### config.mk
export PLATFORM = sky130hd
export DESIGN_NAME = fetch_redirect_ctrl
export DESIGN_NICKNAME = d
export VERILOG_FILES = /design/src/rtl/redirect_pkg.sv /design/src/rtl/redirect_prio_enc.sv /design/src/rtl/fetch_redirect_ctrl.sv
export SDC_FILE = /design/constraint.sdc
export NUM_CORES = 1
export LEC_CHECK = 0
export ABC_CLOCK_PERIOD_IN_PS = 9000
export BUFFER_PORTS_ARGS = -buffer_cell sky130_fd_sc_hd__buf_2
export CORE_ASPECT_RATIO = 1.1
export CORE_MARGIN = 2
export CORE_UTILIZATION = 30
export DETAILED_ROUTE_END_ITERATION = 8
export PLACE_DENSITY = 0.52
export SYNTH_ARGS = -nofsm -noshare
export SYNTH_HDL_FRONTEND = slang
export SYNTH_SLANG_ARGS = --single-unit
export TNS_END_PERCENT = 1
### constraint.sdc
create_clock -name clk -period 9 [get_ports clk]
set_input_delay 0 -clock clk [delete_from_list [all_inputs] [get_ports clk]]
set_output_delay 0 -clock clk [all_outputs]
set_load 0.02 [all_outputs]
### src/rtl/redirect_pkg.sv
// Shared types and default vectors for the fetch redirect sequencer.
package redirect_pkg;

  typedef enum logic [1:0] {
    K_BR     = 2'd0,
    K_ERET   = 2'd1,
    K_EXC    = 2'd2,
    K_REFILL = 2'd3
  } redir_kind_t;

  typedef enum logic [1:0] {
    S_IDLE,
    S_ISSUE,
    S_FLUSH
  } redir_state_t;

  localparam logic [31:0] DEF_RESET_PC   = 32'hbfc00000;
  localparam logic [31:0] DEF_REFILL_VEC = 32'hbfc00200;
  localparam logic [31:0] DEF_GEN_VEC    = 32'hbfc00380;

endpackage

### src/rtl/redirect_prio_enc.sv
// Fixed-priority encoder over the four redirect sources: refill > exception > ERET > branch.
module redirect_prio_enc
  import redirect_pkg::*;
#(
  parameter logic [31:0] REFILL_VEC = DEF_REFILL_VEC,
  parameter logic [31:0] GEN_VEC    = DEF_GEN_VEC
) (
  input  logic        tlb_refill,
  input  logic        excp,
  input  logic        eret,
  input  logic [31:0] epc,
  input  logic        br_taken,
  input  logic [31:0] br_target,
  output logic        req,
  output redir_kind_t kind,
  output logic [31:0] target
);

  always_comb begin
    req    = tlb_refill | excp | eret | br_taken;
    kind   = K_BR;
    target = br_target;
    if (tlb_refill) begin
      kind   = K_REFILL;
      target = REFILL_VEC;
    end else if (excp) begin
      kind   = K_EXC;
      target = GEN_VEC;
    end else if (eret) begin
      kind   = K_ERET;
      target = epc;
    end
  end

endmodule

### src/rtl/fetch_redirect_ctrl.sv
// Redirect sequencer feeding the fetch PC mux: captures, holds and flushes.
// Optional saturating statistics counters are enabled by defining REDIRECT_STATS_EN.
module fetch_redirect_ctrl
  import redirect_pkg::*;
#(
  parameter logic [31:0] RESET_PC     = DEF_RESET_PC,
  parameter logic [31:0] REFILL_VEC   = DEF_REFILL_VEC,
  parameter logic [31:0] GEN_VEC      = DEF_GEN_VEC,
  parameter int unsigned FLUSH_CYCLES = 2
) (
  input  logic        clk,
  input  logic        reset,
  input  logic        stall,
  input  logic        tlb_refill,
  input  logic        excp,
  input  logic        eret,
  input  logic [31:0] epc,
  input  logic        br_taken,
  input  logic [31:0] br_target,
  output logic        redir_valid,
  output logic [31:0] redir_pc,
  output logic [1:0]  redir_kind,
  output logic        flush_fe,
  output logic        flush_de,
  output logic        flush_exe,
  output logic        busy
`ifdef REDIRECT_STATS_EN
  ,
  output logic [15:0] stat_excp,
  output logic [15:0] stat_br,
  output logic [15:0] stat_stall
`endif
);

  redir_state_t state;
  redir_kind_t  kind_q;
  logic [3:0]   flush_cnt;
  logic         flush_q;
  logic         in_flush;
  logic         req;
  redir_kind_t  req_kind;
  logic [31:0]  req_pc;
  logic         preempt;
  logic         accept;

  assign in_flush = (state == S_FLUSH);

  // ERET and branch requests during a flush belong to squashed instructions.
  redirect_prio_enc #(
    .REFILL_VEC (REFILL_VEC),
    .GEN_VEC    (GEN_VEC)
  ) u_prio (
    .tlb_refill (tlb_refill),
    .excp       (excp),
    .eret       (eret & ~in_flush),
    .epc        (epc),
    .br_taken   (br_taken & ~in_flush),
    .br_target  (br_target),
    .req        (req),
    .kind       (req_kind),
    .target     (req_pc)
  );

  assign preempt = req && (req_kind > kind_q);
  assign accept  = (state == S_ISSUE) && !stall && !preempt;

  always_ff @(posedge clk or posedge reset) begin
    if (reset) begin
      state       <= S_IDLE;
      kind_q      <= K_BR;
      flush_cnt   <= '0;
      flush_q     <= 1'b0;
      redir_valid <= 1'b0;
      redir_pc    <= RESET_PC;
      busy        <= 1'b0;
    end else begin
      case (state)
        S_IDLE: begin
          if (req) begin
            state       <= S_ISSUE;
            kind_q      <= req_kind;
            redir_pc    <= req_pc;
            redir_valid <= 1'b1;
            busy        <= 1'b1;
          end
        end
        S_ISSUE: begin
          if (preempt) begin
            kind_q   <= req_kind;
            redir_pc <= req_pc;
          end else if (!stall) begin
            if (kind_q != K_BR) begin
              state       <= S_FLUSH;
              flush_cnt   <= 4'(FLUSH_CYCLES);
              flush_q     <= 1'b1;
              redir_valid <= 1'b0;
            end else if (req) begin
              kind_q   <= req_kind;
              redir_pc <= req_pc;
            end else begin
              state       <= S_IDLE;
              redir_valid <= 1'b0;
              busy        <= 1'b0;
            end
          end
        end
        S_FLUSH: begin
          if (req) begin
            state       <= S_ISSUE;
            kind_q      <= req_kind;
            redir_pc    <= req_pc;
            redir_valid <= 1'b1;
            flush_q     <= 1'b0;
            flush_cnt   <= '0;
          end else if (flush_cnt == 4'd1) begin
            state     <= S_IDLE;
            flush_q   <= 1'b0;
            flush_cnt <= '0;
            busy      <= 1'b0;
          end else begin
            flush_cnt <= flush_cnt - 4'd1;
          end
        end
        default: state <= S_IDLE;
      endcase
    end
  end

  assign redir_kind = kind_q;
  assign flush_fe   = flush_q;
  assign flush_de   = flush_q;
  assign flush_exe  = flush_q;

`ifdef REDIRECT_STATS_EN
  always_ff @(posedge clk or posedge reset) begin
    if (reset) begin
      stat_excp  <= '0;
      stat_br    <= '0;
      stat_stall <= '0;
    end else begin
      if (accept && kind_q >= K_EXC && stat_excp != '1) stat_excp <= stat_excp + 16'd1;
      if (accept && kind_q == K_BR && stat_br != '1) stat_br <= stat_br + 16'd1;
      if (state == S_ISSUE && stall && stat_stall != '1) stat_stall <= stat_stall + 16'd1;
    end
  end
`endif

endmodule

== Yosys cells after proc, flatten, opt, wreduce, memory -nomap -nowiden ==
Cells that the tools add are included.

* Register bits after elaboration: 43
* Output and inout bits: 39
* Word-level logic and storage cells: 91

* $add $sub $neg: 1
* Muxes and demuxes: 47
* Reductions and logical operators: 13
* $lt $le $gt $ge: 1
* Bitwise gates (word level): 6
* Eq/ne operators: 16

{| class="wikitable"
|+ Operators with widths
! kind !! count
|-
| 32-bit two-way mux || 7
|-
| 32-bit case mux with 2 select lines || 1
|-
| 2-bit two-way mux || 13
|-
| 4-bit two-way mux || 5
|-
| 1-bit two-way mux || 15
|-
| 5-bit AND reduction || 3
|-
| 2-bit != test (second input constant) || 6
|-
| 4-bit case mux with 2 select lines || 1
|-
| 8-bit AND reduction || 1
|-
| 2-bit by 1-bit != test with 1-bit output (second input constant) || 3
|-
| 3-bit != test (second input constant) || 2
|-
| 2-bit case mux with 3 select lines || 1
|-
| 2-bit nonzero test || 3
|-
| 4-bit by 1-bit equality test with 1-bit output (second input constant) || 1
|-
| 1-bit case mux with 2 select lines || 2
|-
| 2-bit case mux with 2 select lines || 1
|-
| 4-bit AND reduction || 1
|-
| 4-bit by 1-bit subtractor with 4-bit output (second input constant) || 1
|-
| 3-bit by 1-bit != test with 1-bit output (second input constant) || 1
|-
| 3-bit by 2-bit != test with 1-bit output (second input constant) || 1
|-
| 1-bit OR || 3
|-
| 1-bit case mux with 3 select lines || 1
|-
| 3-bit AND reduction || 1
|-
| 3-bit nonzero test || 1
|-
| other kinds (8) || 9
|}

== Depth between registers and ports, before layout ==
* Word-level depth: 11
* Mapped depth: 16

== Cells and area by module ==
A second synthesis with hierarchy kept.

* Cell total of the unflattened synthesis: 232
* Area total of the unflattened synthesis: 2,662.6 um^2

{| class="wikitable"
|+ By module, submodules not included
! module !! times used !! area each (um^2) !! cells an instance
|-
| fetch_redirect_ctrl || 1 || 2,110.8 || 156
|-
| redirect_prio_enc || 1 || 551.8 || 76
|}

== Worst setup path before layout ==
Ideal clock, no wire load.

* Path kind: reg-to-reg
* Start point: register state[0]
* End point: register redir_pc[9]
* Arrival time: 2,808 ps
* Period minus slack after synthesis: 2,926 ps
* Stages on the path, launching flop included: 16
* Path slack: 6,074 ps
* Path buffers: 5
* Required time: 8,882 ps
* Library setup time: 118 ps
* Path through: dfrtp_1 -> inv_1 -> ha_1 -> buf_2 -> nand2b_1 -> clkbuf_1 -> buf_2 -> nor2_1 -> nor2_1 -> ha_1 -> nand2_1 -> o21ai_0 -> a311o_2 -> buf_6 -> buf_6 -> a21o_1

* Longest elaborated chain between the ends: 11
* Elaborated cells on any way between the ends: 26

{| class="wikitable"
|+ RTL lines
! what !! RTL line !! text
|-
| from (decl) || fetch_redirect_ctrl.sv:35 || <nowiki>redir_state_t state;</nowiki>
|-
| from (signal assigned) || fetch_redirect_ctrl.sv:69 || <nowiki>state <= S_IDLE;</nowiki>
|-
| from (signal assigned) || fetch_redirect_ctrl.sv:80 || <nowiki>state <= S_ISSUE;</nowiki>
|-
| from (signal assigned) || fetch_redirect_ctrl.sv:93 || <nowiki>state <= S_FLUSH;</nowiki>
|-
| 2-bit equality test || fetch_redirect_ctrl.sv:46, fetch_redirect_ctrl.sv:77 ||
|-
| 1-bit NOT || fetch_redirect_ctrl.sv:55, fetch_redirect_ctrl.sv:57 ||
|-
| 1-bit bitwise AND || fetch_redirect_ctrl.sv:55 || <nowiki>.eret (eret & ~in_flush),</nowiki>
|-
| 32-bit two-way mux || redirect_prio_enc.sv:29 || <nowiki>end else if (eret) begin</nowiki>
|-
| 32-bit two-way mux || redirect_prio_enc.sv:26 || <nowiki>end else if (excp) begin</nowiki>
|-
| 32-bit two-way mux || redirect_prio_enc.sv:23 || <nowiki>if (tlb_refill) begin</nowiki>
|-
| 32-bit two-way mux || fetch_redirect_ctrl.sv:79, fetch_redirect_ctrl.sv:97, fetch_redirect_ctrl.sv:108 ||
|-
| 32-bit two-way mux || fetch_redirect_ctrl.sv:92 || <nowiki>if (kind_q != K_BR) begin</nowiki>
|-
| 32-bit two-way mux || fetch_redirect_ctrl.sv:91 || <nowiki>end else if (!stall) begin</nowiki>
|-
| 32-bit two-way mux || fetch_redirect_ctrl.sv:88 || <nowiki>if (preempt) begin</nowiki>
|-
| 32-bit case mux with 2 select lines || fetch_redirect_ctrl.sv:77 || <nowiki>case (state)</nowiki>
|-
| to (signal assigned) || fetch_redirect_ctrl.sv:82 || <nowiki>redir_pc <= req_pc;</nowiki>
|-
| to (signal assigned) || fetch_redirect_ctrl.sv:90 || <nowiki>redir_pc <= req_pc;</nowiki>
|-
| to (signal assigned) || fetch_redirect_ctrl.sv:99 || <nowiki>redir_pc <= req_pc;</nowiki>
|-
| to (decl) || fetch_redirect_ctrl.sv:21 || <nowiki>output logic [31:0] redir_pc,</nowiki>
|}

Parallel ways exist; a longest one is shown, timed or not. The select of a mux whose other input is x is not followed.
A chain may end at the register's enable or synchronous reset.

== Worst setup path after layout ==
* Start point: input port tlb_refill
* End point: register redir_pc[9]

* Longest elaborated chain between the ends: 8
* Elaborated cells on any way between the ends: 15

{| class="wikitable"
|+ RTL lines
! what !! RTL line !! text
|-
| from (decl) || fetch_redirect_ctrl.sv:14 || <nowiki>input logic tlb_refill,</nowiki>
|-
| 1-bit OR (3 in series) || redirect_prio_enc.sv:20 || <nowiki>req = tlb_refill | excp | eret | br_taken;</nowiki>
|-
| 32-bit two-way mux || fetch_redirect_ctrl.sv:79, fetch_redirect_ctrl.sv:97, fetch_redirect_ctrl.sv:108 ||
|-
| 32-bit two-way mux || fetch_redirect_ctrl.sv:92 ||
|-
| 32-bit two-way mux || fetch_redirect_ctrl.sv:91 ||
|-
| 32-bit two-way mux || fetch_redirect_ctrl.sv:88 ||
|-
| 32-bit case mux with 2 select lines || fetch_redirect_ctrl.sv:77 ||
|}

Parallel ways exist; a longest one is shown, timed or not. The select of a mux whose other input is x is not followed.

==> out/qor.log <==
[timing] Post-Route Skew 0.00544 ns
[clock_tree] clock tree from TritonCTS done
[synth] simple-gate area share of the yosys netlist 14.4%
[timing] Worst slew margin 22.5%
[synth] arithmetic-cell share of the synthesized area counting full adders, half adders and majority gates 4.14%
[detailed_routing] average wire per cell in the routed design 13.4 um
[synth] main combinational cell family by area after synthesis compound AO/OA/AOI/OAI gates
[global_route] GR peak layer met2
[global_route] via count of the first global-routing pass 2028
[detailed_routing] length of the first detailed-routing pass in iterations 4
[setup_path] required arrival time at the worst endpoint 9.19 ns
[floorplan] number of rows in the core area 34
[clock_tree] clock root buffer clkbuf_8
[detailed_routing] vias post-DR 2128
[finish] number of antenna cells inserted 0
[synth] share of synthesized area occupied by flip-flops and latches 45.0%
[floorplan] core area 7870 um2
[setup_path] CP arrival 4.14 ns
[floorplan] initial standard-cell utilization of the core 30.7%
[finish] Final nets 427
[flow_run] total of max-cap violations 0
[global_route] All-Layer GR Usage 13.8%
[global_route] final global-route overflow total 0
[floorplan] die area 8790 um2
[place] Placer Congestion 0.818
[synth] cells after synthesis 249
[clock_tree] CTS Sinks 43
[synth] mean area per synthesized cell 9.71 um2
[clock_tree] CTS Buf Count 5
[timing] post-route clock period utilization 43.9%
[detailed_routing] DRC errors left 0
[worst_hold_path] worst min-delay path startpoint epc[2]
[synth] cell area after synthesis 2420 um2
[synth] synth warn 0
[worst_hold_path] class of the tightest hold or removal check in2reg
[finish] layout overhead on the synthesized area 27.3%
[place] placed wire-length estimate after detailed placement 4.46 mm
[synth] synthesized-area fraction occupied by ao, oa, aoi and oai cells 20.8%
[setup_path] launching point of the worst reg2reg path state[0]$_DFFE_PP0P_
[setup_path] type of the worst setup path in2reg
[setup_path] worst path cell trace dlygate4sd3_1 > buf_2 > nor2_1 > inv_2 > ha_1 > nor2b_1 > o21ai_0 > a311o_2 > a31oi_1 > a21o_1
[place] Placed Cells 447
[place] number of I/O port buffers 109
[setup_path] worst setup path start tlb_refill
[synth] multiplexer share of the synthesized area 9.16%
[global_route] met2 GRT Util 22.2%
[finish] fraction of final layout cells with drive strength greater than 1 38.4%
[setup_path] crit path capture type flop
[finish] final core occ 39.1%
[run_status] outcome finished clean
[timing] Worst-Margin Slew 1.16 ns
[clock_tree] clock-pin slew of the registers on the worst-case setup and hold paths 0.08 ns
[global_route] initial antenna violation count 0
[synth] number of register bits inferred by synthesis 43
[timing] number of failing hold endpoints at the final stage 0
[timing] maximum frequency from static timing analysis 0.253 GHz
[synth] xor/xnor share of the synthesized area 0%
[detailed_routing] Detail Route Antenna Nets 0
[clock_tree] total number of H-tree levels 2
[clock_tree] Post CTS Setup Buffer Count 0
[power_and_ir_drop] worst supply voltage drop on vdd 0.164 mV
[setup_path] kind of start point of the critical path input port
[setup_path] buffers and inverters on the worst path 3
[setup_path] cell type of the slowest stage on the worst timing path a311o_2
[finish] count of non-filler cells in the finished layout 457
[setup_path] CP peak stage delay 1.05 ns
[power_and_ir_drop] total power 0.000926 W
[clock_tree] clock network latency to the later pin of the worst-skew pair 0.29 ns
[setup_path] slack of the worst reg-to-reg path 5.09 ns
[power_and_ir_drop] Power per Cell Area 301 nW/um2
[synth] count of cell types in the netlist 41
[detailed_routing] final routed wirelength across all metal layers 6.12 mm
[detailed_routing] Starting DRT DRC Count 70
[timing] RSZ-0062 raised after global routing false
[clock_tree] number of hold-repair buffers added at the cts stage 2
[timing] final setup violating endpoints 0
[global_route] met1 usage in global routing 17.9%
[power_and_ir_drop] static leakage 1.57 nW
[floorplan] horizontal extent of the die 89.6 um
[synth] Post-Syn Nets 328
[floorplan] I/O pin total 110
[floorplan] Die Ht 98.1 um
[global_route] largest net degree at the start of global routing 68
[clock_tree] maximum root-to-sink buffer count 2
[global_route] first-pass GRT wire length 9.49 mm
[setup_path] largest delay contributor family on the critical path compound AO/OA/AOI/OAI gates
[timing] Final min period 3.95 ns
[global_route] global-route met3 utilization 3.63%
[timing] Setup Total Neg Slack 0 ns
[setup_path] largest fanout on the critical path 67
[timing] number of max-slew violations in the final report 0
[clock_tree] Gates resized, CTS repair 0
[detailed_routing] mean number of vias per cell 4.66
-- per-stage QoR --
| step | hold slack, ns | worst slack, ns | cell area (um2) |
|---|---|---|---|
| global route | 0.0351 | 4.58 | 3080 |
| finish | 0.0287 | 5.05 | 3080 |
| CTS | 0.0242 | 5.01 | 3080 |
| global placement | 0.244 | 5.21 | 2970 |
| floorplan | 0.100 | 6.07 | 2420 |
| detailed placement | 0.249 | 5.05 | 2970 |
-- final cells by class --
type | count | area [um2]
fillers | 844 | 4790
multi-input cells | 179 | 1170
flip-flops and latches | 43 | 1090
repair buffers | 111 | 566
well taps | 108 | 135
clock buffers | 6 | 72.6
inverters | 8 | 30.0
clock inverters | 2 | 12.5
-- logic make-up (layout without fill, tap and decap cells) --
family,after synthesis,in the layout
DFF,43,43
buffers and inverters,27,127
AOI/OAI and AO/OA,70,70
adders and majority gates,8,8
and+or+nand+nor,79,79
muxes,22,22
-- final timing paths --
kind	to	cells past startpoint
worst min register to register	redir_pc[17]$_DFFE_PP0P_	2
worst max-delay path	redir_pc[9]$_DFFE_PP0P_	10
max in group asynchronous	asynchronous set/reset pin	3
worst min-delay path	redir_pc[2]$_DFFE_PP0P_	3
worst max register to register	redir_pc[9]$_DFFE_PP0P_	11
min in group asynchronous	redir_pc[6]$_DFFE_PP0P_	3
-- state kept, by name, indices dropped and copies added, names as in the netlist, named ones only --
register     flops
redir_pc        32
flush_cnt        4
state            2
busy             1
flush_de         1
redir_valid      1
-- worst min-delay path: cells and delay by family --
family | cells | cell delay, ns
AOI/OAI and AO/OA | 1 | 0.07
muxes | 1 | 0.11
buffers and inverters | 1 | 0.10
-- cells in the final DEF, fill, tap and decap left out, types with 8 or more instances in the layout --
master and count:
a21o_1 11, a31oi_1 11, buf_2 109, dfrtp_1 34, dfstp_2 9, ha_1 8
mux2i_1 21, nand2_1 50, nor2_1 8, o31ai_1 23
-- Yosys cell counts --
library cell / number / area, um2
nand2_1: 50 / 188
dfrtp_1: 34 / 851
o31ai_1: 23 / 173
mux2i_1: 21 / 210
a21o_1: 11 / 82.6
a31oi_1: 11 / 68.8
dfstp_2: 9 / 236
ha_1: 8 / 100
nor2_1: 8 / 30.0
clkbuf_1: 7 / 26.3
inv_1: 7 / 26.3
o21ai_0: 7 / 35.0
buf_6: 5 / 56.3
buf_4: 4 / 30.0
nor2b_1: 4 / 25.0
a21oi_1: 3 / 15.0
buf_2: 3 / 15.0
nand2b_1: 3 / 18.8
nand3_1: 3 / 15.0
o211ai_1: 3 / 22.5
a211oi_1: 2 / 15.0
a22o_1: 2 / 17.5
and2_1: 2 / 12.5
or3_1: 2 / 12.5
a21bo_2: 1 / 10.0
a311o_2: 1 / 11.3
a31oi_2: 1 / 12.5
and3_1: 1 / 6.26
inv_2: 1 / 3.75
mux2_2: 1 / 11.3
nand3b_1: 1 / 7.51
nand4_1: 1 / 6.26
nor3_1: 1 / 5.00
nor4_1: 1 / 6.26
o2111ai_1: 1 / 8.76
o21ai_1: 1 / 5.00
o21ba_2: 1 / 10.0
o21bai_1: 1 / 7.51
o221ai_1: 1 / 8.76
or2_2: 1 / 6.26
or3b_1: 1 / 8.76
-- power breakdown --
part | total [W] | switching, W | leakage [nW] | internal (W)
Sequential | 0.000317 | 0.0000410 | 0.533 | 0.000276
Combinational | 0.000488 | 0.000309 | 0.993 | 0.000179
Clock | 0.000121 | 0.0000666 | 0.0412 | 0.0000543
Total | 0.000926 | 0.000417 | 1.57 | 0.000509
-- routing by layer --
metal	up-vias	routed length [um]
met5	-	0
met4	0	65
met3	5	410
met2	68	2850
met1	971	2800
li1	1084	-
Note: power is estimated with default switching activity, not from simulation.
